[config.mk]
export PLATFORM = sky130hd
export DESIGN_NAME = vedic_dot8_accum
export DESIGN_NICKNAME = d
export VERILOG_FILES = /design/src/rtl/vedic_dot8_accum.sv
export SDC_FILE = /design/constraint.sdc
export NUM_CORES = 1
export LEC_CHECK = 0
export CAP_MARGIN = 20
export CORE_AREA = 4 4 120 122
export CTS_CLUSTER_SIZE = 8
export DETAILED_ROUTE_END_ITERATION = 10
export DIE_AREA = 0 0 124 126
export PLACE_DENSITY = 0.75
export SLEW_MARGIN = 10
export SYNTH_ARGS = -nofsm -noshare
export SYNTH_HDL_FRONTEND = slang
export SYNTH_HIERARCHICAL = 1
export SYNTH_SLANG_ARGS = --single-unit
[constraint.sdc]
create_clock -name clk -period 10.2 [get_ports clk]
set_input_delay 1.53 -clock clk [delete_from_list [all_inputs] [get_ports clk]]
set_output_delay 1.53 -clock clk [all_outputs]
set_load 0.05 [all_outputs]
[src/rtl/vedic_dot8_accum.sv]
// vedic_dot8_accum: pipelined unsigned 8x8 dot-product engine built on a
// combinational Urdhva-Tiryagbhyam (Vedic) multiplier.
//
// Ports:
//   clk, rst              rising-edge clock, asynchronous active-high reset
//   in_valid/in_ready     operand pair handshake
//   in_a, in_b            unsigned 8-bit operands
//   out_valid/out_ready   result handshake
//   out_sum               ACC_W-bit accumulated dot product
//   out_ovf               sticky overflow flag for the current result
//
// Parameters: LEN (pairs per result, 1..255), ACC_W (16..32).
// Optional build macro VEDIC_DOT_SAT_EN: saturate the accumulator to all
// ones on carry-out instead of wrapping modulo 2^ACC_W.
//
// Also contains the multiplier hierarchy: vedic_2x2, vedic_4x4,
// vedicmult_8bit.

module vedic_2x2 (
    input  logic [1:0] a,
    input  logic [1:0] b,
    output logic [3:0] p
);
    logic c1;

    always_comb begin
        p[0] = a[0] & b[0];
        p[1] = (a[1] & b[0]) ^ (a[0] & b[1]);
        c1   = (a[1] & b[0]) & (a[0] & b[1]);
        p[2] = (a[1] & b[1]) ^ c1;
        p[3] = (a[1] & b[1]) & c1;
    end
endmodule

module vedic_4x4 (
    input  logic [3:0] a,
    input  logic [3:0] b,
    output logic [7:0] p
);
    logic [3:0] q0;
    logic [3:0] q1;
    logic [3:0] q2;
    logic [3:0] q3;
    logic [4:0] mid;

    vedic_2x2 u_ll (.a(a[1:0]), .b(b[1:0]), .p(q0));
    vedic_2x2 u_hl (.a(a[3:2]), .b(b[1:0]), .p(q1));
    vedic_2x2 u_lh (.a(a[1:0]), .b(b[3:2]), .p(q2));
    vedic_2x2 u_hh (.a(a[3:2]), .b(b[3:2]), .p(q3));

    // Crosswise terms are summed first, then placed between the
    // vertical low and high partial products.
    always_comb begin
        mid = {1'b0, q1} + {1'b0, q2};
        p   = 8'(q0) + (8'(mid) << 2) + (8'(q3) << 4);
    end
endmodule

module vedicmult_8bit (
    input  logic [7:0]  a,
    input  logic [7:0]  b,
    output logic [15:0] p
);
    logic [7:0] m0;
    logic [7:0] m1;
    logic [7:0] m2;
    logic [7:0] m3;
    logic [8:0] mid;

    vedic_4x4 u_ll (.a(a[3:0]), .b(b[3:0]), .p(m0));
    vedic_4x4 u_hl (.a(a[7:4]), .b(b[3:0]), .p(m1));
    vedic_4x4 u_lh (.a(a[3:0]), .b(b[7:4]), .p(m2));
    vedic_4x4 u_hh (.a(a[7:4]), .b(b[7:4]), .p(m3));

    always_comb begin
        mid = {1'b0, m1} + {1'b0, m2};
        p   = 16'(m0) + (16'(mid) << 4) + (16'(m3) << 8);
    end
endmodule

module vedic_dot8_accum #(
    parameter int LEN   = 8,
    parameter int ACC_W = 24
) (
    input  logic             clk,
    input  logic             rst,
    input  logic             in_valid,
    output logic             in_ready,
    input  logic [7:0]       in_a,
    input  logic [7:0]       in_b,
    output logic             out_valid,
    input  logic             out_ready,
    output logic [ACC_W-1:0] out_sum,
    output logic             out_ovf
);
    localparam logic [7:0] LEN_C = 8'(LEN);

    typedef enum logic [1:0] {
        IDLE  = 2'd0,
        ACCUM = 2'd1,
        DONE  = 2'd2
    } state_t;

    state_t           state_q;
    state_t           state_d;
    logic [7:0]       cnt_q;
    logic [7:0]       cnt_d;
    logic             s1_v_q;
    logic             s1_v_d;
    logic [7:0]       s1_a_q;
    logic [7:0]       s1_a_d;
    logic [7:0]       s1_b_q;
    logic [7:0]       s1_b_d;
    logic             s2_v_q;
    logic             s2_v_d;
    logic [15:0]      s2_p_q;
    logic [15:0]      s2_p_d;
    logic [ACC_W-1:0] acc_q;
    logic [ACC_W-1:0] acc_d;
    logic             ovf_q;
    logic             ovf_d;

    logic [15:0]      prod;
    logic [ACC_W:0]   sum_ext;
    logic             accept;
    logic             drain;

    vedicmult_8bit u_mult (.a(s1_a_q), .b(s1_b_q), .p(prod));

    always_comb begin
        in_ready = 1'b0;
        unique case (state_q)
            IDLE:    in_ready = 1'b1;
            ACCUM:   in_ready = (cnt_q < LEN_C);
            DONE:    in_ready = 1'b0;
            default: in_ready = 1'b0;
        endcase
        // Held low combinationally for the whole reset assertion.
        if (rst) begin
            in_ready = 1'b0;
        end
    end

    assign accept    = in_valid & in_ready;
    assign out_valid = (state_q == DONE);
    assign out_sum   = acc_q;
    assign out_ovf   = ovf_q;

    // Once all pairs are taken and S1 is empty, the last product sits in
    // S2 and lands in the accumulator on the same edge DONE is entered.
    assign drain = (cnt_q == LEN_C) & ~s1_v_q;

    assign sum_ext = {1'b0, acc_q}
                   + {{(ACC_W - 15){1'b0}}, s2_p_q};

    always_comb begin
        state_d = state_q;
        cnt_d   = cnt_q;
        s1_v_d  = accept;
        s1_a_d  = s1_a_q;
        s1_b_d  = s1_b_q;
        s2_v_d  = s1_v_q;
        s2_p_d  = s2_p_q;
        acc_d   = acc_q;
        ovf_d   = ovf_q;

        if (accept) begin
            s1_a_d = in_a;
            s1_b_d = in_b;
            cnt_d  = cnt_q + 8'd1;
        end

        if (s1_v_q) begin
            s2_p_d = prod;
        end

        if (s2_v_q) begin
`ifdef VEDIC_DOT_SAT_EN
            if (sum_ext[ACC_W]) begin
                acc_d = {ACC_W{1'b1}};
            end else begin
                acc_d = sum_ext[ACC_W-1:0];
            end
`else
            acc_d = sum_ext[ACC_W-1:0];
`endif
            if (sum_ext[ACC_W]) begin
                ovf_d = 1'b1;
            end
        end

        unique case (state_q)
            IDLE: begin
                if (accept) begin
                    state_d = ACCUM;
                end
            end
            ACCUM: begin
                if (drain) begin
                    state_d = DONE;
                end
            end
            DONE: begin
                if (out_ready) begin
                    state_d = IDLE;
                    acc_d   = '0;
                    ovf_d   = 1'b0;
                    cnt_d   = 8'd0;
                end
            end
            default: begin
                state_d = IDLE;
            end
        endcase
    end

    always_ff @(posedge clk or posedge rst) begin
        if (rst) begin
            state_q <= IDLE;
            cnt_q   <= 8'd0;
            s1_v_q  <= 1'b0;
            s1_a_q  <= 8'd0;
            s1_b_q  <= 8'd0;
            s2_v_q  <= 1'b0;
            s2_p_q  <= 16'd0;
            acc_q   <= '0;
            ovf_q   <= 1'b0;
        end else begin
            state_q <= state_d;
            cnt_q   <= cnt_d;
            s1_v_q  <= s1_v_d;
            s1_a_q  <= s1_a_d;
            s1_b_q  <= s1_b_d;
            s2_v_q  <= s2_v_d;
            s2_p_q  <= s2_p_d;
            acc_q   <= acc_d;
            ovf_q   <= ovf_d;
        end
    end
endmodule

==> results of run 1 <==
==> registers in the layout, summed over array words and instances, names as in the netlist <==
| register | flops |
|---|---|
| s1_v_q | 1 |
| state_q | 2 |
| s1_a_q | 8 |
| s2_p_q | 16 |
| s2_v_q | 1 |
| cnt_q | 8 |
| s1_b_q | 8 |
| out_sum | 24 |
| out_ovf | 1 |
==> cell usage after synthesis, types with 3 or more instances <==
cell type	number
sky130_fd_sc_hd__nand3_1	9
sky130_fd_sc_hd__nand4_1	5
sky130_fd_sc_hd__a31oi_1	3
sky130_fd_sc_hd__ha_1	106
sky130_fd_sc_hd__o211ai_1	4
sky130_fd_sc_hd__o21ai_0	23
sky130_fd_sc_hd__mux2_2	16
sky130_fd_sc_hd__o21a_1	4
sky130_fd_sc_hd__nand2_1	74
sky130_fd_sc_hd__dfrtp_1	69
sky130_fd_sc_hd__nor2b_1	3
sky130_fd_sc_hd__fa_1	12
sky130_fd_sc_hd__or3_1	6
sky130_fd_sc_hd__buf_2	4
sky130_fd_sc_hd__xor2_1	19
sky130_fd_sc_hd__a21o_1	26
sky130_fd_sc_hd__and4_1	3
sky130_fd_sc_hd__nor3b_1	3
sky130_fd_sc_hd__a21oi_1	38
sky130_fd_sc_hd__a211oi_1	8
sky130_fd_sc_hd__mux2i_1	8
sky130_fd_sc_hd__nor3_1	6
sky130_fd_sc_hd__and2_1	66
sky130_fd_sc_hd__nand2b_1	3
sky130_fd_sc_hd__xnor2_1	39
sky130_fd_sc_hd__and3_1	4
sky130_fd_sc_hd__o21bai_1	6
sky130_fd_sc_hd__a21o_2	4
sky130_fd_sc_hd__a21oi_2	8
sky130_fd_sc_hd__inv_1	39
sky130_fd_sc_hd__a211oi_2	5
sky130_fd_sc_hd__nor2_1	40
sky130_fd_sc_hd__clkbuf_1	7
==> critical path: cells and delay by family (launching register included) <==
kind | cells | cell delay (ns)
DFF | 1 | 0.48
and+or+nand+nor | 1 | 0.21
buffers and inverters | 3 | 0.18
adders and majority gates | 7 | 2.66
muxes | 1 | 0.26
AOI/OAI and AO/OA | 5 | 0.85
xor gates and xnor gates | 3 | 0.59
==> cell usage in the layout (no fill, tap or decap), types with 12 or more instances in the layout <==
cell type,n
sky130_fd_sc_hd__dfrtp_1,69
sky130_fd_sc_hd__and2_1,66
sky130_fd_sc_hd__inv_1,38
sky130_fd_sc_hd__xor2_1,19
sky130_fd_sc_hd__ha_1,106
sky130_fd_sc_hd__xnor2_1,39
sky130_fd_sc_hd__fa_1,12
sky130_fd_sc_hd__o21ai_0,23
sky130_fd_sc_hd__a21oi_1,38
sky130_fd_sc_hd__a21o_1,26
sky130_fd_sc_hd__mux2_2,16
sky130_fd_sc_hd__nor2_1,40
sky130_fd_sc_hd__clkdlybuf4s50_1,46
sky130_fd_sc_hd__nand2_1,74
==> worst paths after layout <==
path	start	endpoint	cells after the start
max	s1_b_q[4]	s2_p_q[14]	20
min	state_q[1]	state_q[0]	1
max reg2reg	s1_b_q[4]	s2_p_q[14]	20
min reg2reg	state_q[1]	state_q[0]	1
max in group asynchronous	rst	s2_p_q[8]	3
min in group asynchronous	rst	out_ovf	3
==> cell families (layout without fill, tap and decap cells) <==
group           after synthesis  after routing  synth area share, %
simple gates                238            238                 18.9
compound gates              142            142                 15.0
fa+ha+maj                   118            118                 24.0
flops                        69             69                 26.5
xor+xnor                     60             60                 8.28
buf+inv                      55            104                 3.41
mux                          24             24                 3.99
==> per-layer routing <==
| layer | vias up | wire (microns) | GRT usage (%) |
|---|---|---|---|
| met3 | 26 | 386 | 3.18 |
| met1 | 2428 | 6340 | 23.8 |
| met4 | 0 | 327 | 7.09 |
| li1 | 2550 | - | - |
| met5 | - | 0 | 0 |
| met2 | 71 | 6880 | 32.8 |
==> layout make-up <==
cell class | count | area [sq um]
clock buffers | 12 | 236
clock inverters | 4 | 48.8
fillers | 1143 | 5760
inverters | 40 | 150
multi-input cells | 582 | 4580
flip-flops and latches | 69 | 1730
well taps | 176 | 220
repair buffers | 48 | 475
==> through the flow <==
step	cells	cell area, sq um	setup WS [ns]	hold WS [ns]	util, %
after global placement	915	7150	5.12	0.461	54.2
after global routing	931	7430	4.56	0.512	56.4
after floorplan	706	6530	5.37	0.352	-
after detailed placement	915	7150	4.93	0.479	54.2
after CTS	931	7430	4.90	0.482	56.4
final	931	7430	4.87	0.486	56.4
==> results.cfg, run 1 <==
[route]
detail_route.wl_per_cell_microns = 15.0
route.detailed.drc = 0
detail-route-antenna-nets = 0
drt_first_pass_iters = 4
num_vias = 5075
routed_wirelength_microns = 13900
drt_iter0_markers = 253
routed_via_density = 5.45

[synthesis]
synth.yosys.seq_area_share_pct = 26.5
post_synth_num_cell_types = 62
yosysWarningCount = 6
syn-instance-count = 706
synth_area_leader_cell = sky130_fd_sc_hd__dfrtp_1
synthArstFlopShare_pct = 100
yosys-top-cells-area = sky130_fd_sc_hd__dfrtp_1 (26%), sky130_fd_sc_hd__ha_1 (20%), sky130_fd_sc_hd__and2_1 (6.3%)
syn-num-nets = 844
syn-cell-area_sq_mm = 0.00653
ys_seq_elements = 69
prevailing_post_synth_register_cell = sky130_fd_sc_hd__dfrtp_1
synth_enable_flop_cells = 0
synth_area_per_cell_sq_um = 9.24
yosysTopAreaCellShare_pct = 26.5

[min_path]
worstHoldPathType = reg -> reg

[die]
row_count = 42
design.portCount = 47
die_h_microns = 126
core-area_sq_mm = 0.0132
dieWidth_microns = 124
start_util_pct = 49.5
design.die.area_sq_mm = 0.0156

[clocking]
tritoncts = built
cts.hold.buffers_added = 0
h-tree-depth = 3
numClockSinks = 69
total_clock_buffers_created_by_cts = 9
cts_buffer_depth = 2
clock_insertion_delay_worst_skew_ns = 0.34
cts_setup_buffers = 0
post_cts.resized_instances = 0
clock-root-buffer = sky130_fd_sc_hd__clkbuf_16
clkTransAtPathRegs_ns = 0.06

[timing]
finalSetupViolations = 0
grt_setup_unrepaired = false
timing_hold_violations_final = 0
final.setup.tns_ns = 0
clock-skew-final_ns = 0.00608
report.final.slew_viol_count = 0
timing.final.crit_period_ns = 5.33
worst_slew_pin_slew_ns = 0.977
post-route-period-util_pct = 52.3
timing.fmax_mhz = 188
slew_headroom_pct = 34.7

[worst_setup_path]
cp_launch_type = flop
critPathMostFrequentCell = sky130_fd_sc_hd__ha_1
crit_path_max_fanout = 9
reg2reg_setup_slack_ns = 4.87
worstPathRequired_ns = 10.43
worst_setup_path_end_kind = flop
cpPeakStageDelay_ns = 0.58
ws_path_type = reg -> reg
timing.critical_path.cells = and2_1 -> ha_1 -> fa_1 -> inv_1 -> fa_1 -> inv_1 -> ha_1 -> xnor2_1 -> ha_1 -> a21oi_1 -> o21ai_0 -> xor2_1 -> ha_1 -> inv_1 -> fa_1 -> o21ai_0 -> a21o_1 -> a21oi_1 -> xnor2_1 -> mux2_2
slowest_stage = sky130_fd_sc_hd__fa_1
worst_ep_arrival_time_ns = 5.56

[global_routing]
globalRouteTotalUtil_pct = 19.1
antenna_found_initial = 0
grt_overflow = 0
grt_max_degree = 70
vias_in_the_first_global_route = 5325
first_pass_grt_wire_length_microns = 24200

[placed_design]
placement.io_buffers = 46
post-dp-hpwl_microns = 10800
place_congestion = 0.868

[finish]
total_number_of_nets_in_the_final_design = 888
syn_to_final_growth_pct = 13.9
n_antenna_cell = 0
drive_gt1_share_pct = 7.81

[outcome]
run_status = finished, final reports clean

[flow_run]
max_cap_violations = 0
Power of run 1 is left out: the tool's default activity adds up to more than one toggle a clock period on the data nets, which glitch-free logic cannot reach.
==> run 2, diff against run 1 <==
==> constraint.sdc (replaced) <==
create_clock -name clk -period 5.26 [get_ports clk]
set_input_delay 0.789 -clock clk [delete_from_list [all_inputs] [get_ports clk]]
set_output_delay 0.789 -clock clk [all_outputs]
set_load 0.05 [all_outputs]
==> results.cfg, run 2 (synthesis gave the netlist of run 1 again) <==
[placed_design]
preCtsSetupSlack_ns = 0.0651
placement.io_buffers = 46
post-dp-hpwl_microns = 11100
place_congestion = 0.892

[clocking]
tritoncts = built
total_clock_buffers_created_by_cts = 9
clkTransAtPathRegs_ns = 0.06
numClockSinks = 69
h-tree-depth = 3
cts_buffer_depth = 2
clock_insertion_delay_worst_skew_ns = 0.34
clock-root-buffer = sky130_fd_sc_hd__clkbuf_16

[worst_setup_path]
ws_path_type = reg -> reg
cp_launch_type = flop
worstPathRequired_ns = 5.54
crit_start = s1_b_q[0]
crit_path_max_fanout = 7
worst_r2r_endpoint = s2_p_q[15]
worst_setup_path_end_kind = flop
worstRegToRegCells = 22
rr_startpoint = s1_b_q[0]
reg2reg_setup_slack_ns = 0.1
worst_ep_arrival_time_ns = 5.44

[timing]
clock-skew-final_ns = 0.00745
worst_slew_pin_slew_ns = 0.775
finalSetupViolations = 0
report.final.slew_viol_count = 0
timing_hold_violations_final = 0
post-route-period-util_pct = 98.2
timing.final.crit_period_ns = 5.16
slew_headroom_pct = 48.3
timing.fmax_mhz = 194
final.setup.tns_ns = 0
fin_ws_ns = 0.0957

[flow_run]
max_cap_violations = 0

[min_path]
worstHoldPathType = reg -> reg
hold_depth = 1
worstHoldEndpoint = state_q[0]
timing.hold.worst.start = state_q[1]

[route]
route.detailed.drc = 0
routed_via_density = 5.53
num_vias = 5247
detail-route-antenna-nets = 0
drt_iter0_markers = 386
drt_first_pass_iters = 6
routed_wirelength_microns = 15000
detail_route.wl_per_cell_microns = 15.8

[global_routing]
vias_in_the_first_global_route = 5385
antenna_found_initial = 0
grt_max_degree = 38
first_pass_grt_wire_length_microns = 24700
globalRouteTotalUtil_pct = 19.6
grt_overflow = 0

[finish]
drive_gt1_share_pct = 13.8
mostFrequentLayoutCell = sky130_fd_sc_hd__ha_1
n_fill_cell = 1099
largest_register_ff_count = 24
layout_common_cells = sky130_fd_sc_hd__ha_1 (99), sky130_fd_sc_hd__nand2_1 (73), sky130_fd_sc_hd__and2_1 (66)
total_number_of_nets_in_the_final_design = 907
syn_to_final_growth_pct = 18.7
n_antenna_cell = 0

[die]
dieWidth_microns = 124
design.portCount = 47
die_h_microns = 126
start_util_pct = 49.5
design.die.area_sq_mm = 0.0156
core-area_sq_mm = 0.0132
row_count = 42

[outcome]
run_status = finished, final reports clean
## run 2: critical path, stage by stage (launching register included)
cell                      delay (ns)
sky130_fd_sc_hd__dfrtp_2        0.45
sky130_fd_sc_hd__and2_1         0.21
sky130_fd_sc_hd__ha_4           0.16
sky130_fd_sc_hd__ha_1           0.31
sky130_fd_sc_hd__ha_4           0.27
sky130_fd_sc_hd__xor2_1         0.17
sky130_fd_sc_hd__ha_1           0.37
sky130_fd_sc_hd__a21o_2         0.23
sky130_fd_sc_hd__a21oi_2        0.14
sky130_fd_sc_hd__xnor2_1        0.14
sky130_fd_sc_hd__ha_1           0.29
sky130_fd_sc_hd__a21o_1         0.22
sky130_fd_sc_hd__a21oi_1        0.16
sky130_fd_sc_hd__and2b_2        0.26
sky130_fd_sc_hd__xor2_2         0.15
sky130_fd_sc_hd__ha_1           0.30
sky130_fd_sc_hd__a21o_1         0.20
sky130_fd_sc_hd__a21oi_2        0.14
sky130_fd_sc_hd__nor2b_1        0.06
sky130_fd_sc_hd__o21a_1         0.19
sky130_fd_sc_hd__or4b_1         0.47
sky130_fd_sc_hd__nand4_1        0.08
sky130_fd_sc_hd__mux2_2         0.15
## run 2: cell type report
type | count | area, sq um | area share (%)
clock buffers | 11 | 243 | 3.13
clock inverters | 4 | 48.8 | 0.630
inverters | 40 | 150 | 1.94
multi-input cells | 582 | 4720 | 61.0
flip-flops and latches | 69 | 1740 | 22.4
well taps | 176 | 220 | 2.84
repair buffers | 67 | 623 | 8.05
## run 2: worst max path at each step
stage,slack (ns),cells past startpoint,endpoint
4_1_cts,0.01,20,s2_p_q[14]
3_5_place_dp,0.07,20,s2_p_q[14]
5_1_grt,-0.13,21,s2_p_q[14]
6_report,0.1,22,s2_p_q[15]
2_1_floorplan,0.43,20,s2_p_q[14]
3_3_place_gp,0.22,20,s2_p_q[14]
## run 2: repair_timing
action | in CTS | in global routing
endpoints found under the hold margin | 0 | 0
endpoints found under the setup margin | 0 | 4
setup buffers | 0 | 10
hold buffers | 0 | 0
resized for setup | 0 | 34
## run 2: through the flow
step | hold slack (ns) | area, sq um | std cells | utilization [%]
after floorplan | 0.352 | 6530 | 706 | -
after global placement | 0.461 | 7220 | 924 | 54.7
after detailed placement | 0.478 | 7220 | 924 | 54.7
after CTS | 0.485 | 7510 | 939 | 56.9
after global routing | 0.526 | 7740 | 949 | 58.7
final | 0.489 | 7740 | 949 | 58.7
## run 2: per-layer routing
metal  vias up  global-route usage [%]  part of all wire (%)
met5         -                       0                     0
met4         0                    5.99                   1.6
met3        19                    3.81                   3.3
met2        98                    34.3                    51
met1      2544                    24.1                    44
li1       2586                       -                     -
Power of run 2 is left out for the same reason.
